===== config.mk =====
export PLATFORM = sky130hd
export DESIGN_NAME = uart_tx_ctrl
export DESIGN_NICKNAME = d
export VERILOG_FILES = /design/src/rtl/uart_tx_pkg.sv /design/src/rtl/uart_parity_calc.sv /design/src/rtl/uart_tx_ctrl.sv
export SDC_FILE = /design/constraint.sdc
export NUM_CORES = 1
export LEC_CHECK = 0
export ABC_AREA = 1
export CAP_MARGIN = 40
export CORE_MARGIN = 1
export CORE_UTILIZATION = 40
export DETAILED_ROUTE_END_ITERATION = 10
export PLACE_DENSITY = 0.68
export SYNTH_ARGS = -nofsm -noshare
export SYNTH_HDL_FRONTEND = slang
export SYNTH_SLANG_ARGS = --single-unit

===== constraint.sdc =====
create_clock -name clk -period 1.4 [get_ports clk]
set_input_delay 0.28 -clock clk [delete_from_list [all_inputs] [get_ports clk]]
set_output_delay 0.28 -clock clk [all_outputs]
set_load 0.005 [all_outputs]

===== src/rtl/uart_tx_pkg.sv =====
// Shared types and constants for the UART transmit frame controller:
// FSM states, output-mux select codes and the mux lane map.
package uart_tx_pkg;

  typedef enum logic [2:0] {
    ST_IDLE   = 3'd0,
    ST_START  = 3'd1,
    ST_DATA   = 3'd2,
    ST_PARITY = 3'd3,
    ST_STOP   = 3'd4
  } state_t;

  localparam logic [2:0] SEL_START = 3'd0;
  localparam logic [2:0] SEL_STOP  = 3'd1;
  localparam logic [2:0] SEL_DATA  = 3'd2;
  localparam logic [2:0] SEL_PAR   = 3'd3;
  localparam logic [2:0] SEL_IDLE  = 3'd4;

  localparam int LANE_START = 0;
  localparam int LANE_STOP  = 1;
  localparam int LANE_DATA  = 2;
  localparam int LANE_PAR   = 3;

  // Lanes 4-7 park the line high whenever SEL_IDLE is selected.
  localparam logic [7:0] IDLE_LANES = 8'hF0;

  // Assemble the mux lane vector from the two per-bit lane levels.
  function automatic logic [7:0] lane_vector(input logic data_bit, input logic par_bit);
    logic [7:0] v;
    v             = IDLE_LANES;
    v[LANE_START] = 1'b0;
    v[LANE_STOP]  = 1'b1;
    v[LANE_DATA]  = data_bit;
    v[LANE_PAR]   = par_bit;
    return v;
  endfunction

  // Bit-timer width: clog2 of the prescale, never narrower than one bit.
  function automatic int timer_width(input int prescale);
    return (prescale > 1) ? $clog2(prescale) : 1;
  endfunction

endpackage


===== src/rtl/uart_parity_calc.sv =====
// Parity of a byte: even parity when par_typ=0, odd parity when par_typ=1.
module uart_parity_calc (
  input  logic [7:0] data,
  input  logic       par_typ,
  output logic       parity
);

  assign parity = (^data) ^ par_typ;

endmodule


===== src/rtl/uart_tx_ctrl.sv =====
// UART transmit frame controller: walks the output-mux select through
// start, LSB-first data, optional parity and stop bits, PRESCALE clocks each.
module uart_tx_ctrl
  import uart_tx_pkg::*;
#(
  parameter int PRESCALE = 1
) (
  input  logic       clk,
  input  logic       rst,
  input  logic       data_valid,
  input  logic [7:0] p_data,
  input  logic       par_en,
  input  logic       par_typ,
  output logic [2:0] mux_sel,
  output logic [7:0] mux_data,
  output logic       busy
);

  localparam int             CW       = timer_width(PRESCALE);
  localparam logic [CW-1:0] CNT_LAST = CW'(PRESCALE - 1);

  // Handshake: data_valid is a one-clock-sampled strobe with no ready; a byte
  // is taken only on an edge where the FSM is in IDLE or on the last STOP clock,
  // and busy=1 signals that any other data_valid will be ignored.

  state_t        state;
  logic [CW-1:0] cnt;
  logic [2:0]    idx;
  logic [7:0]    data_q;
  logic          par_en_q;
  logic          par_typ_q;
  logic          data_lane;
  logic          par_lane;
  logic          par_bit;
  logic          bit_end;

  assign bit_end = (cnt == CNT_LAST);

  uart_parity_calc u_parity (
    .data    (data_q),
    .par_typ (par_typ_q),
    .parity  (par_bit)
  );

  // The lane vector is a fixed wiring of two registered lane levels.
  assign mux_data = lane_vector(data_lane, par_lane);

  always_ff @(posedge clk or posedge rst) begin
    if (rst) begin
      state     <= ST_IDLE;
      cnt       <= '0;
      idx       <= '0;
      data_q    <= '0;
      par_en_q  <= 1'b0;
      par_typ_q <= 1'b0;
      data_lane <= 1'b0;
      par_lane  <= 1'b0;
      mux_sel   <= SEL_IDLE;
      busy      <= 1'b0;
    end else begin
      // The latched byte is stable long before PARITY, so track it every clock.
      par_lane <= par_bit;
      case (state)
        ST_IDLE: begin
          cnt <= '0;
          idx <= '0;
          if (data_valid) begin
            data_q    <= p_data;
            par_en_q  <= par_en;
            par_typ_q <= par_typ;
            state     <= ST_START;
            mux_sel   <= SEL_START;
            busy      <= 1'b1;
          end
        end
        ST_START: begin
          if (bit_end) begin
            cnt       <= '0;
            idx       <= '0;
            data_lane <= data_q[0];
            state     <= ST_DATA;
            mux_sel   <= SEL_DATA;
          end else begin
            cnt <= cnt + CW'(1);
          end
        end
        ST_DATA: begin
          if (bit_end) begin
            cnt <= '0;
            if (idx == 3'd7) begin
              idx <= '0;
              if (par_en_q) begin
                state   <= ST_PARITY;
                mux_sel <= SEL_PAR;
              end else begin
                state   <= ST_STOP;
                mux_sel <= SEL_STOP;
              end
            end else begin
              idx       <= idx + 3'd1;
              data_lane <= data_q[idx + 3'd1];
            end
          end else begin
            cnt <= cnt + CW'(1);
          end
        end
        ST_PARITY: begin
          if (bit_end) begin
            cnt     <= '0;
            state   <= ST_STOP;
            mux_sel <= SEL_STOP;
          end else begin
            cnt <= cnt + CW'(1);
          end
        end
        ST_STOP: begin
          if (bit_end) begin
            cnt <= '0;
            idx <= '0;
            // A byte offered on the last stop clock starts the next frame with no idle gap.
            if (data_valid) begin
              data_q    <= p_data;
              par_en_q  <= par_en;
              par_typ_q <= par_typ;
              state     <= ST_START;
              mux_sel   <= SEL_START;
              busy      <= 1'b1;
            end else begin
              state   <= ST_IDLE;
              mux_sel <= SEL_IDLE;
              busy    <= 1'b0;
            end
          end else begin
            cnt <= cnt + CW'(1);
          end
        end
        default: begin
          state   <= ST_IDLE;
          cnt     <= '0;
          idx     <= '0;
          mux_sel <= SEL_IDLE;
          busy    <= 1'b0;
        end
      endcase
    end
  end

endmodule


==> results.txt, run 1 <==
----------------------------------------------------
[Logic synthesis]
  Post-synthesis area per instance ... 7.845 um2
  Post-synthesis sequential area ratio ... 0.4537
  Share of the synthesized area in the top cell type ... 0.4310
  Count of state elements after synthesis ... 21
  Largest cells by area after synthesis ... sky130_fd_sc_hd__dfrtp_1 (43%), sky130_fd_sc_hd__nand2_1 (15%), sky130_fd_sc_hd__buf_4 (6.5%)
  Gate count after technology mapping ... 148
  Ys async rst share ... 1.000
  Dominant synthesized flop cell ... sky130_fd_sc_hd__dfrtp_1
  Most common cell in the synthesized netlist ... sky130_fd_sc_hd__nand2_1
  Count of flip-flops with a built-in enable after synthesis ... 0
  Cell type with the largest total area after synthesis ... sky130_fd_sc_hd__dfrtp_1
  Post-Synthesis Cell Area ... 1161 um2
  Total number of yosys warnings ... 0
  Count of distinct cell types in the synthesized netlist ... 25
  Most used standard cells in the synthesized netlist ... sky130_fd_sc_hd__nand2_1 (45), sky130_fd_sc_hd__dfrtp_1 (20), sky130_fd_sc_hd__inv_1 (17)

[Power]
  Part of the power in the clock network ... 0.102
  Power consumption ... 2830 uW
  Fraction of power consumed by combinational cells ... 0.522
  Pint ... 1639 uW
  Leakage power summed over all cells ... 0.0007056 uW
  Switching pwr ... 1191 uW
  Sw Ratio ... 0.4208
  Sequential group share of total power ... 0.375
  Largest voltage drop on the vdd net ... 0.0009470 V
  Power per unit of standard cell area ... 2001 nW/um2

[Clock tree]
  Num Clock Sinks ... 21
  Number of hold buffers added after CTS ... 0
  Maximum buffer depth of the clock tree ... 2
  Clock edge transition at the registers on the reported setup and hold paths ... 0.11 ns
  CTS Root Cell ... sky130_fd_sc_hd__clkbuf_4
  H-tree depth reported by CTS ... 1
  CTS tree ... built
  Clock network latency to the later pin of the worst-skew pair ... 0.30 ns
  Number of buffers inserted during clock tree synthesis ... 3

[Final layout]
  Diodes inserted ... 0
  Area added between synthesis and finish ... 21.77%
  Share of post-route cells with drive strength above 1 ... 0.1479
  Number of nets in the layout ... 185
  Filler cell count ... 286

[Setup path]
  Delay of the slowest critical-path stage ... 0.55 ns
  Crit path max fanout ... 2
  Type of element launching the critical path ... flip-flop
  Crit path max-delay cell type ... sky130_fd_sc_hd__dfstp_2
  Type of destination of the critical path ... output port
  CP cell instances ... clkdlybuf4s15_1
  Classification of the worst setup path ... reg -> out
  WP data required ... 1.12 ns
  Critical path arrival ... 1.05 ns
  Worst path top cell family by delay ... flip-flops
  Count of buffering cells on the critical path with inverters included ... 1

[Route]
  Ratio of routed vias to standard cells ... 4.615
  Total length of routed wires ... 2.143 mm
  Number of DRC violations after detailed routing ... 0
  Average detailed-routed wire length per instance ... 10.72 um
  Count of nets left with antenna violations after detail routing ... 0
  Total vias in the final route ... 923
  First-pass detailed-route iteration total ... 4
  Detailed Route Iter0 Violations ... 19

[Flow run]
  Max-capacitance violation count ... 0

[Die]
  Count of boundary I/O pins ... 25
  Die ar. ... 3122 um2
  Effective utilization at floorplan ... 0.4211
  Die Ht ... 55.88 um
  Die W ... 55.88 um
  Total number of placement rows ... 19
  Core footprint ... 2758 um2

[STA]
  Final Cycle Share ... 0.9483
  Pins over their slew limit ... 0
  Final WS setup ... 0.07239 ns
  Final Setup Violations ... 0
  Sum of negative setup slack ... 0 ns
  Fin. Hold Viols ... 0
  Final Skew ... 0.004124 ns
  Highest clock rate ... 753.2 MHz
  Min Clock Period, post-route ... 1.328 ns
  Unrepaired setup endpoints after global routing ... no

[Placement]
  Half-perimeter wire length after detailed placement ... 1.650 mm
  Worst slack at placement ... 0.04042 ns
  Number of I/O port buffers ... 18
  Placer Congestion ... 0.8266

[Min path]
  Min-delay worst type ... in -> async

[GRT]
  Overflow after GRT ... 0
  Number of antenna violations at the first check in global routing ... 0
  Largest net degree at the start of global routing ... 22
  Global-route wire length before repair ... 4.022 mm
  Overall track demand over capacity in global routing ... 0.1625
  Via count of the first global-routing pass ... 949

[Run status]
  Run status ... finished, final reports clean

----------------------------------------------------
## what timing repair did
action	4_1_cts	5_1_grt
gates resized for setup	6	6
buffers inserted	2	1
endpoints found under the setup margin	6	4
cloned	0	0
pin swaps	0	2
## sequential cells by signal (all words and copies together), names as in the netlist
| register | cells |
|---|---|
| busy | 1 |
| par_en_q | 1 |
| idx | 3 |
| par_typ_q | 1 |
| state | 2 |
| mux_sel | 3 |
| data_q | 8 |
| data_lane | 1 |
| par_lane | 1 |
## power by group through the flow
stage                     logic (uW)  clock network, uW  registers, uW
after global routing            1710                326           1100
after CTS                       1460                300           1060
final                           1480                290           1060
after floorplan                 1110                  0           1040
after global placement          1420                  0           1070
after detailed placement        1460                  0           1090
## cell usage in the layout, fill, tap and decap left out, drive strengths merged
master,Yosys,final
nand3,9,9
clkdlybuf4s15,0,1
nand2,47,47
buf,11,6
dlygate4sd2,0,5
ha,2,2
clkdlybuf4s50,0,12
or2,1,1
nor3,2,2
o21ai,14,14
nand3b,1,1
dfrtp,20,20
clkbuf,0,4
nor2,13,13
inv,20,20
xor2,2,2
dfstp,1,1
xnor2,2,2
conb,2,6
a211oi,1,1
## area by class of cell
type | instances | area [um2] | share of cell area
sequential | 21 | 526.8 | 0.3726
tap | 31 | 38.79 | 0.02743
multi-input combinational | 100 | 515.5 | 0.3646
timing repair buffer | 24 | 231.5 | 0.1637
clock buffer | 4 | 26.28 | 0.01858
inverter | 20 | 75.07 | 0.05310
## routing by layer
| metal | share of wire | up-vias | track usage |
|---|---|---|---|
| met5 | 0 | - | 0 |
| met4 | 0.0089 | 0 | 0.07317 |
| met3 | 0.021 | 2 | 0.01628 |
| met2 | 0.50 | 15 | 0.2685 |
| met1 | 0.47 | 424 | 0.2169 |
| li1 | - | 482 | - |
## cell families after synthesis
kind of cell             Yosys count  share of synthesized area
XOR/XNOR                           4                    0.03018
AO/OA/AOI/OAI                     15                    0.07004
adder cells (fa/ha/maj)            2                    0.02155
other                              2                   0.006468
buffers and inverters             31                     0.1390
AND/OR/NAND/NOR                   73                     0.2791
flip-flops                        21                     0.4537
## worst paths after layout
path	startpoint	end	slack, ns	cells past startpoint
min in group clk	par_en_q	state[2]	0.48	1
min reg2reg	par_en_q	state[2]	0.48	1
min	rst	data_q[2]	0.30	3
max	mux_sel[2]	mux_sel[2]	0.07	1
max in group asynchronous	rst	mux_sel[2]	0.83	3
max reg2reg	mux_sel[1]	data_q[3]	0.10	7
## through the flow
stage / cell area [um2] / cells / util / hold WS (ns)
after floorplan: 1176 / 152 / - / 0.2558
after CTS: 1378 / 199 / 0.4995 / 0.3133
final: 1414 / 200 / 0.5127 / 0.3003
after global placement: 1344 / 193 / 0.4873 / 0.4478
after global routing: 1414 / 200 / 0.5127 / 0.3296
after detailed placement: 1344 / 193 / 0.4873 / 0.4574
Note: power is estimated with default switching activity, not from simulation.
==> inputs of run 2 (changes only) <==
--- a/config.mk
+++ b/config.mk
@@ -7,9 +7,11 @@
 export LEC_CHECK = 0
 export ABC_AREA = 1
 export CAP_MARGIN = 40
+export CORE_ASPECT_RATIO = 0.7
 export CORE_MARGIN = 1
 export CORE_UTILIZATION = 40
 export DETAILED_ROUTE_END_ITERATION = 10
+export HOLD_SLACK_MARGIN = 0.03
 export PLACE_DENSITY = 0.68
 export SYNTH_ARGS = -nofsm -noshare
 export SYNTH_HDL_FRONTEND = slang
==> run 2 against run 1 <==
Net effect:
- flip-flop and latch count unchanged
- fmax down 1.5%
- largest power group unchanged
- clock skew down 0.00058 ns
- highest routed layer unchanged
- critical endpoint is now mux_data[3]
- setup slack worse by 0.020 ns
==> results.txt, run 2 (synthesis results as in run 1) <==
----------------------------------------------------
[Setup path]
  Crit path max fanout ... 1 (-1)
  WP data required ... 1.12 ns (about the same)
  Crit path max-delay cell type ... sky130_fd_sc_hd__clkdlybuf4s50_1
  Flop2flop setup slack ... 0.06 ns (-0.04 ns)
  Type of destination of the critical path ... output port
  CP cell instances ... clkdlybuf4s50_1
  Worst path top cell family by delay ... buffers and inverters
  R2r startpoint ... idx[0]
  Type of element launching the critical path ... flip-flop
  Delay of the slowest critical-path stage ... 0.49 ns (-0.06 ns)
  Critical path arrival ... 1.07 ns (+0.02 ns)
  End of the worst register-to-register path ... data_lane
  Cell count of the worst reg-to-reg path ... 8 (+1)
  Classification of the worst setup path ... reg -> out
  Count of buffering cells on the critical path with inverters included ... 1 (unchanged)

[Clock tree]
  Number of buffers inserted during clock tree synthesis ... 3 (unchanged)
  Maximum buffer depth of the clock tree ... 2 (unchanged)
  Clock network latency to the later pin of the worst-skew pair ... 0.26 ns (-0.04 ns)
  CTS Root Cell ... sky130_fd_sc_hd__clkbuf_8
  Num Clock Sinks ... 21 (unchanged)
  H-tree depth reported by CTS ... 1 (unchanged)
  CTS tree ... built
  Clock edge transition at the registers on the reported setup and hold paths ... 0.08 ns (-0.03 ns)

[Placement]
  Placer Congestion ... 0.7702 (-6.8%)
  Half-perimeter wire length after detailed placement ... 1.658 mm (+0.48%)
  Worst slack at placement ... 0.01559 ns (-0.02483 ns)
  Number of I/O port buffers ... 18 (unchanged)
  Area after DPL ... 1348 um2 (+0.28%)

[Die]
  Die Ht ... 47.08 um (-16%)
  Total number of placement rows ... 15 (-4)
  Core footprint ... 2609 um2 (-5.4%)
  Effective utilization at floorplan ... 0.4451 (+0.02403)
  Count of boundary I/O pins ... 25 (unchanged)
  Die W ... 66.40 um (+19%)
  Die ar. ... 3126 um2 (+0.11%)

[STA]
  Sum of negative setup slack ... 0 ns (unchanged)
  Final WS setup ... 0.05230 ns (-0.02009 ns)
  Final Skew ... 0.003548 ns (-0.0005756 ns)
  Pins over their slew limit ... 0 (unchanged)
  Min Clock Period, post-route ... 1.348 ns (+0.02009 ns)
  Final Cycle Share ... 0.9626 (+0.01435)
  Fin. Hold Viols ... 0 (unchanged)
  Unrepaired setup endpoints after global routing ... yes
  Highest clock rate ... 742.0 MHz (-1.5%)
  Final Setup Violations ... 0 (unchanged)

[Power]
  Switching pwr ... 1186 uW (-0.40%)
  Pint ... 1734 uW (+5.8%)
  Largest voltage drop on the vdd net ... 0.0009446 V (-0.25%)
  Part of the power in the clock network ... 0.135 (+0.033)
  Leakage power summed over all cells ... 0.0007450 uW (+5.6%)
  Power consumption ... 2920 uW (+3.2%)
  Sw Ratio ... 0.4061 (-0.01471)
  Power per unit of standard cell area ... 2067 nW/um2 (+3.3%)
  Sequential group share of total power ... 0.360 (-0.015)
  Fraction of power consumed by combinational cells ... 0.505 (-0.017)

[Route]
  Ratio of routed vias to standard cells ... 4.658 (+0.94%)
  Total length of routed wires ... 2.127 mm (-0.75%)
  First-pass detailed-route iteration total ... 4 (unchanged)
  Count of nets left with antenna violations after detail routing ... 0 (unchanged)
  Number of DRC violations after detailed routing ... 0 (unchanged)
  Average detailed-routed wire length per instance ... 10.53 um (-1.7%)
  Total vias in the final route ... 941 (+2.0%)
  Detailed Route Iter0 Violations ... 42 (+23)

[Final layout]
  Most common cell after layout, fill and taps aside ... sky130_fd_sc_hd__nand2_1
  Share of post-route cells with drive strength above 1 ... 0.1190 (-0.02888)
  Area added between synthesis and finish ... 21.66% (about the same)
  Multi-input gate area in the final layout ... 488.0 um2 (-5.3%)
  Diodes inserted ... 0 (unchanged)
  Most frequent cells in the layout ... sky130_fd_sc_hd__nand2_1 (45), sky130_fd_sc_hd__dfrtp_1 (20), sky130_fd_sc_hd__inv_1 (17)
  Flip-flop count of the largest register after layout ... 8 (unchanged)
  Biggest registers after layout ... data_q x8, idx x3, mux_sel x3
  Filler cell count ... 232 (-19%)
  Final core occ ... 0.5415 (+0.02878)
  Storage element area ... 526.8 um2 (unchanged)
  Register with the highest flop count ... data_q
  Post-layout instance area ... 1413 um2 (about the same)
  Number of nets in the layout ... 184 (-0.54%)

[GRT]
  Largest net degree at the start of global routing ... 22 (unchanged)
  Overflow after GRT ... 0 (unchanged)
  Overall track demand over capacity in global routing ... 0.1578 (-0.004756)
  Number of antenna violations at the first check in global routing ... 0 (unchanged)
  Via count of the first global-routing pass ... 826 (-13%)
  Global-route wire length before repair ... 3.546 mm (-12%)

[Flow run]
  Max-capacitance violation count ... 0 (unchanged)

[Min path]
  Min-delay worst type ... in -> async

[Run status]
  Run status ... finished, final reports clean

----------------------------------------------------
[run 2: cell types whose count changed in the layout (fill, tap and decap cells not counted), moves of 2 or more]
cell                             previous run  this run
sky130_fd_sc_hd__dlygate4sd2_1              5         2
sky130_fd_sc_hd__ha_1                       0         2
sky130_fd_sc_hd__clkbuf_4                   3         0
sky130_fd_sc_hd__ha_4                       2         0
sky130_fd_sc_hd__clkbuf_8                   0         3
sky130_fd_sc_hd__dlymetal6s2s_1             0         3
[run 2: how the worst max path moves through the flow]
stage | from | cells past startpoint | endpoint
3_5_place_dp | data_valid | 7 | data_q[2]
2_1_floorplan | idx[0] | 8 | data_lane
3_3_place_gp | data_valid | 7 | data_q[3]
4_1_cts | data_lane | 1 | mux_data[2]
6_report | par_lane | 1 | mux_data[3]
5_1_grt | idx[0] | 8 | data_lane
[run 2: final cells by class]
cell class	count	area share
Inverter	20	0.05314
Tap cell	34	0.03012
Sequential cell	21	0.3729
Timing Repair Buffer	23	0.1665
Clock buffer	4	0.03189
Multi-Input combinational cell	100	0.3454
[run 2: power by group through the flow]
stage	registers, uW	logic, uW	clock network, uW
floorplan	1040	1110	0
global placement	1070	1420	0
detailed placement	1080	1450	0
CTS	1050	1500	405
global route	1090	1690	428
finish	1050	1470	393
[run 2: metrics by stage]
step	hold slack (ns)	std cells
after floorplan	0.2558	152
after global placement	0.4391	196
after detailed placement	0.4442	196
after CTS	0.3728	202
after global routing	0.3867	202
final	0.3580	202
[run 2: tightest hold or removal path, cell delays in order]
cell	delay, ns
sky130_fd_sc_hd__clkdlybuf4s50_1	0.40
sky130_fd_sc_hd__inv_1	0.05
sky130_fd_sc_hd__buf_4	0.27
[run 2: repair_timing]
item,4_1_cts,5_1_grt
hold buffers,0,0
resized for setup,2,3
setup endpoints to repair,4,4
setup buffers,2,0
pin swaps,0,1
[run 2: routing by layer]
layer  GRT usage  part of all wire  wire (um)
met1      0.2134              0.52       1103
met2      0.2510              0.44        938
met3     0.03641             0.031         66
met4     0.06383            0.0089         19
met5           0                 0          0
==> inputs of run 3 (changes only) <==
--- a/config.mk
+++ b/config.mk
@@ -7,12 +7,14 @@
 export LEC_CHECK = 0
 export ABC_AREA = 1
 export CAP_MARGIN = 40
+export CELL_PAD_IN_SITES_DETAIL_PLACEMENT = 0
+export CELL_PAD_IN_SITES_GLOBAL_PLACEMENT = 1
 export CORE_ASPECT_RATIO = 0.7
 export CORE_MARGIN = 1
-export CORE_UTILIZATION = 40
+export CORE_UTILIZATION = 32
 export DETAILED_ROUTE_END_ITERATION = 10
 export HOLD_SLACK_MARGIN = 0.03
-export PLACE_DENSITY = 0.68
+export PLACE_DENSITY_LB_ADDON = 0.1
 export SYNTH_ARGS = -nofsm -noshare
 export SYNTH_HDL_FRONTEND = slang
 export SYNTH_SLANG_ARGS = --single-unit
==> run 3 against run 2 <==
Net effect:
- fmax is 0.30% higher
- hold slack got worse by 0.019 ns
- design area is 8.1% higher
- combinational power up 12%
- setup slack improved by 0.0041 ns
- highest routed layer unchanged
==> results.txt, run 3 (synthesis results as in run 1) <==
----------------------------------------------------
[Final layout]
  Most common cell after layout, fill and taps aside ... sky130_fd_sc_hd__nand2_1
  Final core occ ... 0.4630 (-0.07849)
  Diodes inserted ... 0 (unchanged)
  Number of nets in the layout ... 187 (+1.6%)
  Register with the highest flop count ... data_q
  Flip-flop count of the largest register after layout ... 8 (unchanged)
  Most frequent cells in the layout ... sky130_fd_sc_hd__nand2_1 (45), sky130_fd_sc_hd__dfrtp_1 (19), sky130_fd_sc_hd__inv_1 (17)
  Share of post-route cells with drive strength above 1 ... 0.1520 (+0.03300)
  Biggest registers after layout ... data_q x8, idx x3, mux_sel x3
  Filler cell count ... 331 (+43%)
  Area added between synthesis and finish ... 31.47%

[Power]
  Largest voltage drop on the vdd net ... 0.0008450 V (-11%)
  Sequential group share of total power ... 0.342 (-0.018)
  Leakage power summed over all cells ... 0.0007620 uW (+2.3%)
  Power per unit of standard cell area ... 2044 nW/um2 (-1.1%)
  Sw Ratio ... 0.4074 (+0.001310)
  Pint ... 1849 uW (+6.6%)
  Switching pwr ... 1271 uW (+7.2%)
  Fraction of power consumed by combinational cells ... 0.528 (+0.023)
  Part of the power in the clock network ... 0.130 (-0.005)

[Clock tree]
  CTS Root Cell ... sky130_fd_sc_hd__clkbuf_8
  Clock network latency to the later pin of the worst-skew pair ... 0.26 ns (about the same)
  H-tree depth reported by CTS ... 1 (unchanged)
  Maximum buffer depth of the clock tree ... 2 (unchanged)
  Clock edge transition at the registers on the reported setup and hold paths ... 0.08 ns (about the same)
  CTS tree ... built
  Num Clock Sinks ... 21 (unchanged)
  Number of hold buffers added after CTS ... 0 (unchanged)
  Number of buffers inserted during clock tree synthesis ... 3 (unchanged)

[Setup path]
  R2r startpoint ... mux_sel[1]
  Critical path arrival ... 1.06 ns (about the same)
  Cell count along the critical path ... 1 (unchanged)
  Flop2flop setup slack ... 0.07 ns (about the same)
  Cell count of the worst reg-to-reg path ... 6 (-2)
  Type of element launching the critical path ... flip-flop
  CP cell instances ... clkdlybuf4s50_1
  Type of destination of the critical path ... output port
  Crit path max fanout ... 1 (unchanged)
  Count of buffering cells on the critical path with inverters included ... 1 (unchanged)
  End of the worst register-to-register path ... data_q[3]
  Delay of the slowest critical-path stage ... 0.49 ns (about the same)
  Classification of the worst setup path ... reg -> out
  Worst path top cell family by delay ... buffers and inverters
  WP data required ... 1.12 ns (about the same)
  Crit path max-delay cell type ... sky130_fd_sc_hd__clkdlybuf4s50_1

[Route]
  Total length of routed wires ... 2.555 mm (+20%)
  Detailed Route Iter0 Violations ... 37 (-12%)
  Ratio of routed vias to standard cells ... 4.312 (-7.4%)
  Total vias in the final route ... 940 (-0.11%)
  Number of DRC violations after detailed routing ... 0 (unchanged)
  Detailed route wirelength on metal3 ... 148 um (+120%)
  Met2 WL post-DR ... 978 um (+4.3%)
  Met1 Routed Length ... 1.421 mm (+29%)
  Top sig layer ... met4
  First-pass detailed-route iteration total ... 4 (unchanged)
  Count of nets left with antenna violations after detail routing ... 0 (unchanged)
  Average detailed-routed wire length per instance ... 11.72 um (+11%)

[STA]
  Final Skew ... 0.006163 ns (+0.002615 ns)
  Highest clock rate ... 744.3 MHz (+0.30%)
  Pins over their slew limit ... 0 (unchanged)
  Final Setup Violations ... 0 (unchanged)
  Min Hold Slack ... 0.3386 ns (-0.01943 ns)
  Final Cycle Share ... 0.9597 (-0.002926)
  Min Clock Period, post-route ... 1.344 ns (-0.004097 ns)
  Sum of negative setup slack ... 0 ns (unchanged)
  Fin. Hold Viols ... 0 (unchanged)
  Unrepaired setup endpoints after global routing ... no

[Die]
  Effective utilization at floorplan ... 0.3522 (-0.09290)
  Total number of placement rows ... 17 (+2)
  Die Ht ... 52.40 um (+11%)
  Count of boundary I/O pins ... 25 (unchanged)
  Die ar. ... 3877 um2 (+24%)
  Die W ... 74.00 um (+11%)
  Core footprint ... 3297 um2 (+26%)

[Placement]
  Half-perimeter wire length after detailed placement ... 1.748 mm (+5.5%)
  Number of I/O port buffers ... 18 (unchanged)
  Placer Congestion ... 0.7427 (-3.6%)

[GRT]
  Global-route wire length before repair ... 4.022 mm (+13%)
  Largest net degree at the start of global routing ... 22 (unchanged)
  Via count of the first global-routing pass ... 881 (+6.7%)
  Overflow after GRT ... 0 (unchanged)
  Number of antenna violations at the first check in global routing ... 0 (unchanged)
  Overall track demand over capacity in global routing ... 0.1430 (-0.01480)

[Flow run]
  Max-capacitance violation count ... 0 (unchanged)

[Run status]
  Run status ... finished, final reports clean

[Min path]
  Min-delay worst type ... in -> async

----------------------------------------------------
## run 3: changes by cell type in the layout (fill, tap and decap cells not counted), sizes merged
cell	change
clkbuf	+2
buf	+1
dlygate4sd2	+1
dlymetal6s2s	-1
## run 3: metrics by stage
stage                     area [um2]  cells  total power (uW)  setup slack, ns
final                           1526    218              3121          0.05640
after global routing            1526    218              3456        0.0008945
after CTS                       1433    215              2996         0.001855
after detailed placement        1376    209              2553          0.01816
after global placement          1376    209              2533          0.05837
after floorplan                 1176    152              2156          0.08437
## run 3: cell type report
type	instances	area, um2	share of cell area
repair buffers	26	301.5	0.1975
well taps	47	58.81	0.03852
multi-input cells	100	518.0	0.3393
inverters	20	75.07	0.04918
clock buffers	4	45.04	0.02951
flip-flops and latches	21	528.0	0.3459
## run 3: worst max path at each step
| stage | from | to | slack, ns |
|---|---|---|---|
| after floorplan | idx[0] | data_lane | 0.08 |
| after global placement | data_valid | data_q[2] | 0.06 |
| after detailed placement | data_valid | data_q[3] | 0.02 |
| after CTS | data_lane | mux_data[2] | 0.002 |
| after global routing | idx[0] | data_lane | 0.0009 |
| final | par_lane | mux_data[3] | 0.06 |
## run 3: repair_timing
action / 4_1_cts / 5_1_grt
pin swaps: 0 / 2
gates resized for setup: 3 / 7
setup buffers: 2 / 2
cloned: 0 / 2
endpoints found under the setup margin: 5 / 5
## run 3: power groups by stage
stage | Sequential (uW) | Combinational [uW] | Clock [uW]
after global routing | 1110 | 1890 | 451
after global placement | 1080 | 1460 | 0
final | 1070 | 1650 | 406
after floorplan | 1040 | 1110 | 0
after detailed placement | 1080 | 1470 | 0
after CTS | 1050 | 1520 | 430
## run 3: worst min-delay path, stage by stage
cell,delay (ns)
sky130_fd_sc_hd__clkdlybuf4s50_1,0.39
sky130_fd_sc_hd__inv_1,0.10
sky130_fd_sc_hd__buf_12,0.18
## run 3: routing by layer
metal  track usage  vias up
met2        0.2015       25
met5             0        -
li1              -      488
met3       0.05000        2
met1        0.2079      425
met4       0.02885        0
